<file path="src/rtl/uart_tx_fifo_pkg.sv">
// rtl/uart_tx_fifo_pkg.sv - shared FSM encoding and baud divisor helper for the UART blocks
package uart_tx_fifo_pkg;

    typedef enum logic [1:0] {
        ST_IDLE  = 2'd0,
        ST_START = 2'd1,
        ST_DATA  = 2'd2,
        ST_STOP  = 2'd3
    } tx_state_e;

    // Rounded to the nearest integer so the rate error stays symmetric.
    function automatic int baud_div(input int clk_freq, input int baud);
        return (clk_freq + baud / 2) / baud;
    endfunction

endpackage

</file>
<file path="src/rtl/uart_tx_fifo_if.sv">
// rtl/uart_tx_fifo_if.sv - CPU write/status and serial line bundle for uart_tx_fifo
interface uart_tx_fifo_if #(
    parameter int FIFO_AW = 4
);
    logic               wr_en;
    logic [7:0]         wr_data;
    logic               clr_ovf;
    logic               tx;
    logic               full;
    logic               empty;
    logic [FIFO_AW:0]   level;
    logic               busy;
    logic               ovf;

    modport master (
        output wr_en, wr_data, clr_ovf,
        input  tx, full, empty, level, busy, ovf
    );

    modport slave (
        input  wr_en, wr_data, clr_ovf,
        output tx, full, empty, level, busy, ovf
    );
endinterface

</file>
<file path="src/rtl/uart_tx_fifo_sync_fifo.sv">
// rtl/uart_tx_fifo_sync_fifo.sv - synchronous first-word fall-through FIFO with registered flags
module sync_fifo #(
    parameter int DW = 8,
    parameter int AW = 4
) (
    input  logic          clk_i,
    input  logic          rst_i,
    input  logic          push_i,
    input  logic          pop_i,
    input  logic [DW-1:0] din_i,
    output logic [DW-1:0] dout_o,
    output logic          full_o,
    output logic          empty_o,
    output logic [AW:0]   level_o
);
    localparam logic [AW:0] DEPTH = (AW+1)'(2**AW);

    logic [DW-1:0] mem_q [2**AW];
    logic [AW-1:0] wr_ptr_q, wr_ptr_d, rd_ptr_q, rd_ptr_d;
    logic [AW:0]   level_q, level_d;
    logic          full_q, full_d, empty_q, empty_d;
    logic          push_ok, pop_ok;

    // Flags are registered, so a same-cycle pop never frees room for a push.
    always_comb begin
        push_ok  = push_i & ~full_q;
        pop_ok   = pop_i & ~empty_q;
        wr_ptr_d = wr_ptr_q + AW'(push_ok);
        rd_ptr_d = rd_ptr_q + AW'(pop_ok);
        level_d  = level_q + (AW+1)'(push_ok) - (AW+1)'(pop_ok);
        full_d   = (level_d == DEPTH);
        empty_d  = (level_d == '0);
    end

    always_ff @(posedge clk_i) begin
        if (rst_i) begin
            wr_ptr_q <= '0;
            rd_ptr_q <= '0;
            level_q  <= '0;
            full_q   <= 1'b0;
            empty_q  <= 1'b1;
        end else begin
            wr_ptr_q <= wr_ptr_d;
            rd_ptr_q <= rd_ptr_d;
            level_q  <= level_d;
            full_q   <= full_d;
            empty_q  <= empty_d;
        end
    end

    always_ff @(posedge clk_i) begin
        if (push_ok) mem_q[wr_ptr_q] <= din_i;
    end

    assign dout_o  = mem_q[rd_ptr_q];
    assign full_o  = full_q;
    assign empty_o = empty_q;
    assign level_o = level_q;
endmodule

</file>
<file path="src/rtl/uart_tx_fifo.sv">
// rtl/uart_tx_fifo.sv - buffered 8N1 UART transmitter: FIFO, baud counter, shifter and FSM
module uart_tx_fifo
    import uart_tx_fifo_pkg::*;
#(
    parameter int CLK_FREQ = 10_000_000,
    parameter int BAUD     = 9600,
    parameter int FIFO_AW  = 4
) (
    input  logic           clk_i,
    input  logic           rst_i,
    uart_tx_fifo_if.slave  bus
);
    localparam int             DIV      = baud_div(CLK_FREQ, BAUD);
    localparam int             CW       = (DIV > 1) ? $clog2(DIV) : 1;
    localparam logic [CW-1:0]  CNT_LAST = CW'(DIV - 1);

    tx_state_e      state_q, state_d;
    logic [CW-1:0]  cnt_q, cnt_d;
    logic [2:0]     bit_q, bit_d;
    logic [7:0]     shreg_q, shreg_d;
    logic           tx_q, tx_d;
    logic           ovf_q, ovf_d;
    logic           pop, bit_end;
    logic [7:0]     fifo_dout;
    logic           fifo_full, fifo_empty;
    logic [FIFO_AW:0] fifo_level;

    sync_fifo #(.DW(8), .AW(FIFO_AW)) u_fifo (
        .clk_i   (clk_i),
        .rst_i   (rst_i),
        .push_i  (bus.wr_en & ~fifo_full),
        .pop_i   (pop),
        .din_i   (bus.wr_data),
        .dout_o  (fifo_dout),
        .full_o  (fifo_full),
        .empty_o (fifo_empty),
        .level_o (fifo_level)
    );

    always_comb begin
        state_d = state_q;
        cnt_d   = cnt_q;
        bit_d   = bit_q;
        shreg_d = shreg_q;
        pop     = 1'b0;
        bit_end = (cnt_q == CNT_LAST);
        if (state_q != ST_IDLE) cnt_d = bit_end ? '0 : cnt_q + CW'(1);
        case (state_q)
            ST_IDLE: if (!fifo_empty) begin
                pop     = 1'b1;
                shreg_d = fifo_dout;
                cnt_d   = '0;
                state_d = ST_START;
            end
            ST_START: if (bit_end) begin
                bit_d   = 3'd0;
                state_d = ST_DATA;
            end
            ST_DATA: if (bit_end) begin
                shreg_d = {1'b0, shreg_q[7:1]};
                bit_d   = bit_q + 3'd1;
                if (bit_q == 3'd7) state_d = ST_STOP;
            end
            ST_STOP: if (bit_end) begin
                // Chain straight into the next start bit when more data is waiting.
                if (!fifo_empty) begin
                    pop     = 1'b1;
                    shreg_d = fifo_dout;
                    state_d = ST_START;
                end else begin
                    state_d = ST_IDLE;
                end
            end
            default: state_d = ST_IDLE;
        endcase

        case (state_q)
            ST_START: tx_d = 1'b0;
            ST_DATA:  tx_d = shreg_q[0];
            default:  tx_d = 1'b1;
        endcase

        ovf_d = ovf_q;
        if (bus.wr_en && fifo_full) ovf_d = 1'b1;
        else if (bus.clr_ovf)       ovf_d = 1'b0;
    end

    always_ff @(posedge clk_i) begin
        if (rst_i) begin
            state_q <= ST_IDLE;
            cnt_q   <= '0;
            bit_q   <= 3'd0;
            shreg_q <= 8'h00;
            tx_q    <= 1'b1;
            ovf_q   <= 1'b0;
        end else begin
            state_q <= state_d;
            cnt_q   <= cnt_d;
            bit_q   <= bit_d;
            shreg_q <= shreg_d;
            tx_q    <= tx_d;
            ovf_q   <= ovf_d;
        end
    end

    assign bus.tx    = tx_q;
    assign bus.full  = fifo_full;
    assign bus.empty = fifo_empty;
    assign bus.level = fifo_level;
    assign bus.busy  = (state_q != ST_IDLE);
    assign bus.ovf   = ovf_q;
endmodule

</file>
<file path="src/flat_wrapper.sv">
// flat-port wrapper written by rule: the top's interface ports become plain ports
module uart_tx_fifo_flat import uart_tx_fifo_pkg::*;
#(
    parameter int CLK_FREQ = 10_000_000,
    parameter int BAUD     = 9600,
    parameter int FIFO_AW  = 4
)
  (clk_i, rst_i, bus_wr_en, bus_wr_data, bus_clr_ovf, bus_tx, bus_full, bus_empty, bus_level, bus_busy, bus_ovf);
  uart_tx_fifo_if #(.FIFO_AW(FIFO_AW)) bus_i ();
  input  logic clk_i;
  input  logic rst_i;
  input wire logic [$bits(bus_i.wr_en)-1:0] bus_wr_en;
  input wire logic [$bits(bus_i.wr_data)-1:0] bus_wr_data;
  input wire logic [$bits(bus_i.clr_ovf)-1:0] bus_clr_ovf;
  output wire logic [$bits(bus_i.tx)-1:0] bus_tx;
  output wire logic [$bits(bus_i.full)-1:0] bus_full;
  output wire logic [$bits(bus_i.empty)-1:0] bus_empty;
  output wire logic [$bits(bus_i.level)-1:0] bus_level;
  output wire logic [$bits(bus_i.busy)-1:0] bus_busy;
  output wire logic [$bits(bus_i.ovf)-1:0] bus_ovf;
  assign bus_i.wr_en = bus_wr_en;
  assign bus_i.wr_data = bus_wr_data;
  assign bus_i.clr_ovf = bus_clr_ovf;
  assign bus_tx = bus_i.tx;
  assign bus_full = bus_i.full;
  assign bus_empty = bus_i.empty;
  assign bus_level = bus_i.level;
  assign bus_busy = bus_i.busy;
  assign bus_ovf = bus_i.ovf;
  uart_tx_fifo #(.CLK_FREQ(CLK_FREQ), .BAUD(BAUD), .FIFO_AW(FIFO_AW)) u_core (.clk_i(clk_i), .rst_i(rst_i), .bus(bus_i));
endmodule
</file>
<file path="config.mk">
export PLATFORM = sky130hd
export DESIGN_NAME = uart_tx_fifo_flat
export DESIGN_NICKNAME = d
export VERILOG_FILES = /design/src/rtl/uart_tx_fifo_pkg.sv /design/src/rtl/uart_tx_fifo_if.sv /design/src/rtl/uart_tx_fifo_sync_fifo.sv /design/src/rtl/uart_tx_fifo.sv /design/src/flat_wrapper.sv
export SDC_FILE = /design/constraint.sdc
export NUM_CORES = 1
export LEC_CHECK = 0
export BUFFER_PORTS_ARGS = -buffer_cell sky130_fd_sc_hd__buf_4
export CORE_ASPECT_RATIO = 1.2
export CORE_MARGIN = 2
export CORE_UTILIZATION = 30
export CTS_BUF_LIST = sky130_fd_sc_hd__clkbuf_4
export CTS_CLUSTER_DIAMETER = 150
export DETAILED_ROUTE_END_ITERATION = 10
export PLACE_DENSITY = 0.52
export SETUP_SLACK_MARGIN = 0.1
export SYNTH_ARGS = -nofsm -noshare
export SYNTH_HDL_FRONTEND = slang
export SYNTH_SLANG_ARGS = --single-unit
</file>
<file path="constraint.sdc">
create_clock -name clk_i -period 3.2 [get_ports clk_i]
set_input_delay 0 -clock clk_i [delete_from_list [all_inputs] [get_ports clk_i]]
set_output_delay 0 -clock clk_i [all_outputs]
set_load 0.01 [all_outputs]
</file>
==> impl_metrics.tcl, run 1 <==
set metrics [dict create \
    start_util 0.3030 \
    sw_frac_of_total 0.3194 \
    maxSlewViolCount 0 \
    synth_top_cell_area_share 0.5522 \
    dp.cells 780 \
    max_stage_delay_ps 360 \
    nets 527 \
    die_y_um 170.9 \
    dieArea_um2 24440 \
    vias 3949 \
    drc_errors 0 \
    yosysTopAreaCell "edfxtp_1" \
    relSlewSlack 0.3966 \
    power_density_nw_per_um2 687.7 \
    boundaryPins 22 \
    internal-power_mw 3.729 \
    grt_antenna_before_repair 1 \
    reg2reg_from "u_core.cnt_q[1]$_SDFF_PP0_" \
    netlist_instances 451 \
    grt_pass1_wl_mm 22.53 \
    fin_skew_ps 24.42 \
    seq_area_frac_synth 0.6701 \
    wl_per_cell_um 17.13 \
    synth_warnings 0 \
    synth_nets 483 \
    dp_slack_ps 107.4 \
    hp-start "bus_wr_en" \
    status "complete, no violations" \
    finalHoldViolCount 0 \
    root_buffer "clkbuf_4" \
    ir_drop_v 0.0002929 \
    stdcell_area_um2 7968 \
    drtPass1Iterations 4 \
    cp_cell_sequence "inv_1 > ha_1 > and4bb_2 > and3_1 > a21oi_2 > nor3_2 > ha_1 > inv_1 > ha_1 > fa_2 > a21o_1 > a21oi_2 > xnor2_2 > a41o_1" \
    path_clk_slew_ps 140 \
    synth_flop_cell "edfxtp_1" \
    grt_max_degree 41 \
    tns_ps 0 \
    total_power_mw 5.479 \
    clockBufferDepth 2 \
    async_flop_share 0 \
    mostFrequentLayoutCells "edfxtp_1 (128), dfxtp_1 (39), nor2_1 (31), buf_4 (31), mux4_2 (26)" \
    cp_common_cell "ha_1" \
    layout-drive-gt1-share 0.2126 \
    finalWirelength_mm 14.11 \
    final_common_cell "edfxtp_1" \
    worstHoldPathType "in2reg" \
    postCtsSetupRepairBufs 0 \
    end_kind "flop" \
    vias_per_cell 4.792 \
    antenna_left 0 \
    clk_latency_ps 550 \
    synth.avg_cell_area_um2 15.43 \
    cts-htree-levels 4 \
    fin_crit_sh 0.9274 \
    timing.hold.ws_ps 91.98 \
    post-route-util 0.3468 \
    p_seq_frac 0.484 \
    synth_edf_count 128 \
    finalNonFillerCells 824 \
    area_growth_pct 14.47 \
    syn-cell-area_um2 6960 \
    die_x_um 143.1 \
    period_needed_ps 2968 \
    grt_overflow 0 \
    leakage_nw 2.569 \
    place.gp.congestion 0.7609 \
    cp_slowest_cell "dfxtp_2" \
    coreArea_um2 22970 \
    numCtsBuffers 17 \
    switching_power_mw 1.750 \
    startpoint "u_core.cnt_q[1]$_SDFF_PP0_" \
    clock-sinks 169 \
    cts_tree "done" \
    drv_cap 0 \
    fmax_mhz 337.0 \
    cp_max_fo 5 \
    setup_viol 0 \
    track_usage 0.1238 \
    clock_power_share 0.230 \
    drt_iter0_markers 192 \
    worst_slew_pin_slew_ps 901.7 \
    fp-row-count 61 \
    synth_area_leaders "edfxtp_1 (55%), dfxtp_1 (12%), mux4_2 (8.4%)" \
    cp-start-kind "flop" \
    synth_seq_cells 169 \
    synth.distinct_cells 50 \
    critPathKind "reg2reg" \
    comb_power_share 0.286 \
    required_ps 3660 \
    worst_ep_arrival_time_ps 3430 \
    crit_family "adder cells" \
    first_global_vias 4102 \
    hpwl_mm 9.522 \
    rsz0062_at_grt "no" \
    path_buf_inv 2 \
    setup_ws_ps 232.3 \
    port_buffers 21 \
    dpl_cell_area_um2 7532 \
]
per-layer routing:
layer	share of wire	vias up	global-route usage	wire length (um)
met5	0	-	0	0
met4	0.016	0	0.04563	227
met3	0.026	17	0.02407	365
met2	0.54	66	0.2272	7673
met1	0.41	2009	0.1420	5845
li1	-	1857	-	-
repair_timing:
action / 4_1_cts / 5_1_grt
hold endpoints to repair: 161 / 0
hold buffers: 11 / 0
pin swaps: 0 / 2
cloned: 0 / 0
gates resized for setup: 2 / 6
endpoints found under the setup margin: 1 / 3
state kept, by name, summed over array words and instances (netlist names), 2 cells and up:
name	count
u_core.state_q	2
u_core.u_fifo.mem_q	128
u_core.bit_q	3
u_core.u_fifo.level_o	5
u_core.cnt_q	11
u_core.u_fifo.rd_ptr_q	4
u_core.shreg_q	8
u_core.u_fifo.wr_ptr_q	4
power groups by stage:
| stage | clock [mW] | combinational [mW] | sequential, mW |
|---|---|---|---|
| final | 1.26 | 1.57 | 2.65 |
| after floorplan | 0 | 1.06 | 2.68 |
| after detailed placement | 0 | 1.52 | 2.70 |
| after global placement | 0 | 1.48 | 2.69 |
| after global routing | 1.39 | 1.75 | 2.67 |
| after CTS | 1.31 | 1.55 | 2.65 |
path summary, 6_finish.rpt:
path | to | slack (ps) | depth (start not counted)
hold / removal | u_core.u_fifo.wr_ptr_q[0]$_SDFF_PP0_ | 90 | 5
setup reg to reg | u_core.u_fifo.empty_o$_SDFF_PP1_ | 230 | 14
hold reg to reg | u_core.shreg_q[1]$_SDFFE_PP0P_ | 480 | 1
setup / recovery | u_core.u_fifo.empty_o$_SDFF_PP1_ | 230 | 14
cells in the mapped netlist (all sizes together) (2+ instances only):
cell type	instances
a311oi	5
nand2b	14
and4	2
mux2i	7
inv	12
mux4	26
a221o	3
buf	5
a21oi	18
clkbuf	13
a221oi	7
a41oi	2
nor3	8
nand2	12
mux2	8
ha	19
a21o	2
nor2	31
nor2b	13
edfxtp	128
nand4	2
o21ai	20
and3	3
nor4b	2
a31oi	2
xnor2	5
xor2	4
or3	2
a32o	8
o22ai	4
dfxtp	41
nand3	8
logic make-up (layout without fill, tap and decap cells):
family,Yosys count,in the layout,synth area share
simple gates,104,104,0.07963
other cells,0,1,0
buf+inv,30,87,0.01744
compound gates,78,78,0.07730
flops,169,169,0.6701
fa+ha+maj,20,20,0.03703
xor+xnor,9,9,0.01132
mux,41,41,0.1071
tightest hold or removal path, cell delays in order:
cell      delay (ps)
buf_4             90
nand2b_1         140
inv_1            140
ha_1             120
nor2b_1          100
cell type report:
type	instances	area [um2]
antenna	1	2.502
clock buffer	17	127.6
clock inverter	15	165.2
fill	2214	15010
inverter	12	45.04
multi-input combinational	252	2203
sequential	169	4667
tap	315	394.1
timing repair buffer	43	362.8
Power figures use the tool's default switching activity.
==> run 2, diff against run 1 <==
- GPL_TIMING_DRIVEN: default -> 1
- clock period: 3.2 -> 2.8 ns (I/O delays scaled with it)
==> impl_metrics.tcl, run 2 (synthesis results as in run 1) <==
set metrics [dict create \
    boundaryPins 22 \
    final_common_cell "edfxtp_1" \
    track_usage 0.1283 \
    p_seq_frac 0.438 \
    worstHoldPathType "in2reg" \
    grt_pass1_wl_mm 23.43 \
    vias_per_cell 4.723 \
    comb_power_share 0.301 \
    grt_overflow 0 \
    cts-htree-levels 4 \
    die_y_um 170.9 \
    cts_tree "done" \
    cp_slowest_cell "dfxtp_2" \
    wl_per_cell_um 17.23 \
    fin_crit_sh 0.9738 \
    clk_latency_ps 560 \
    root_buffer "clkbuf_4" \
    hp-start "bus_wr_en" \
    vias 4052 \
    drtPass1Iterations 5 \
    leakage_nw 2.795 \
    nets 562 \
    dieArea_um2 24440 \
    dpl_cell_area_um2 7774 \
    max_stage_delay_ps 360 \
    die_x_um 143.1 \
    finalHoldViolCount 0 \
    finalWirelength_mm 14.79 \
    top_register "u_core.u_fifo.mem_q" \
    status "complete, no violations" \
    fp-row-count 61 \
    reg2reg_from "u_core.cnt_q[1]$_SDFF_PP0_" \
    relSlewSlack 0.5801 \
    ir_drop_v 0.0003020 \
    place.gp.congestion 0.7723 \
    drt_iter0_markers 234 \
    mostFrequentLayoutCells "edfxtp_1 (128), buf_4 (65), dfxtp_1 (38)" \
    worst_slew_pin_slew_ps 629.8 \
    clock-sinks 169 \
    path_clk_slew_ps 150 \
    stdcell_area_um2 8399 \
    cp-start-kind "flop" \
    startpoint "u_core.cnt_q[1]$_SDFF_PP0_" \
    sw_frac_of_total 0.2925 \
    timing.hold.ws_ps 57.40 \
    drv_cap 0 \
    first_global_vias 4258 \
    maxSlewViolCount 0 \
    start_util 0.3030 \
    worst_ep_arrival_time_ps 3180 \
    rsz0062_at_grt "yes" \
    cp_max_fo 3 \
    cp_cell_sequence "inv_2 > ha_4 > and4bb_1 > and3_4 > a21oi_4 > nor3_2 > ha_1 > inv_1 > ha_2 > fa_2 > a21o_1 > a21oi_2 > xnor2_2 > a41o_1" \
    grt_antenna_before_repair 1 \
    tns_ps 0 \
    fin_skew_ps 17.76 \
    grt_max_degree 36 \
    port_buffers 21 \
    period_needed_ps 2727 \
    drc_errors 0 \
    clockBufferDepth 2 \
    area_growth_pct 20.67 \
    switching_power_mw 2.020 \
    total_power_mw 6.904 \
    critPathKind "reg2reg" \
    end_kind "flop" \
    power_density_nw_per_um2 822.0 \
    numCtsBuffers 17 \
    antenna_left 0 \
    setup_viol 0 \
    largest_reg_flops 128 \
    coreArea_um2 22970 \
    hpwl_mm 9.813 \
    layout-drive-gt1-share 0.2791 \
    clock_power_share 0.260 \
    reg_top3 "u_core.u_fifo.mem_q x128, u_core.cnt_q x11, u_core.shreg_q x8" \
    fmax_mhz 366.7 \
    internal-power_mw 4.884 \
    required_ps 3260 \
]
## run 2: cell types whose count changed in the layout (fill, tap and decap cells not counted), moves of 2 or more
cell / change
buf_4: +34
bufinv_16: +5
clkinv_4: -5
ha_1: -4
ha_2: +2
ha_4: +2
inv_6: -2
xnor2_1: -2
xnor2_2: +2
## run 2: metal layers
metal / vias up / global-route usage / wire length (um)
met2: 60 / 0.2270 / 7814
met5: - / 0 / 0
met1: 2054 / 0.1514 / 6373
met4: 0 / 0.04133 / 163
met3: 17 / 0.03359 / 435
li1: 1921 / - / -
## run 2: final cells by class
class,instances,area (um2)
inverter,12,45.04
sequential,169,4668
antenna,2,5.005
tap,315,394.1
timing repair buffer,78,638.1
fill,2175,14570
clock inverter,13,249.0
multi-input combinational,252,2272
clock buffer,17,127.6
## run 2: stage by stage
| step | setup WS (ps) | util | std cells |
|---|---|---|---|
| global placement | 52.96 | 0.3384 | 806 |
| finish | 73.27 | 0.3656 | 858 |
| CTS | 63.01 | 0.3640 | 856 |
| detailed placement | 1.934 | 0.3384 | 806 |
| global route | -51.61 | 0.3656 | 858 |
| floorplan | 104.8 | - | 451 |
## run 2: what timing repair did
action,in CTS,in global routing
buffers inserted,9,0
endpoints found under the hold margin,161,0
pin swaps,10,5
resized for setup,6,6
hold buffers,11,0
endpoints found under the setup margin,3,6
## run 2: worst max-delay path: cells and delay by family (launching register included)
family	cells	cell delay, ps
AOI/OAI and AO/OA	4	710
DFF	1	360
and+or+nand+nor	3	450
buffers and inverters	2	90
xor gates and xnor gates	1	100
adders and majority gates	4	910
## run 2: path summary, 6_finish.rpt
kind / endpoint / slack [ps] / cells past startpoint
setup / recovery: u_core.u_fifo.empty_o$_SDFF_PP1_ / 70 / 14
hold reg to reg: u_core.shreg_q[3]$_SDFFE_PP0P_ / 470 / 1
hold / removal: u_core.u_fifo.wr_ptr_q[0]$_SDFF_PP0_ / 60 / 5
setup reg to reg: u_core.u_fifo.empty_o$_SDFF_PP1_ / 70 / 14
## run 2: power by group through the flow
stage | sequential (mW) | clock [mW] | combinational [mW]
after floorplan | 3.06 | 0 | 1.24
after global placement | 3.07 | 0 | 1.82
after detailed placement | 3.08 | 0 | 1.87
after CTS | 3.03 | 1.85 | 2.05
after global routing | 3.05 | 1.94 | 2.29
final | 3.03 | 1.80 | 2.08
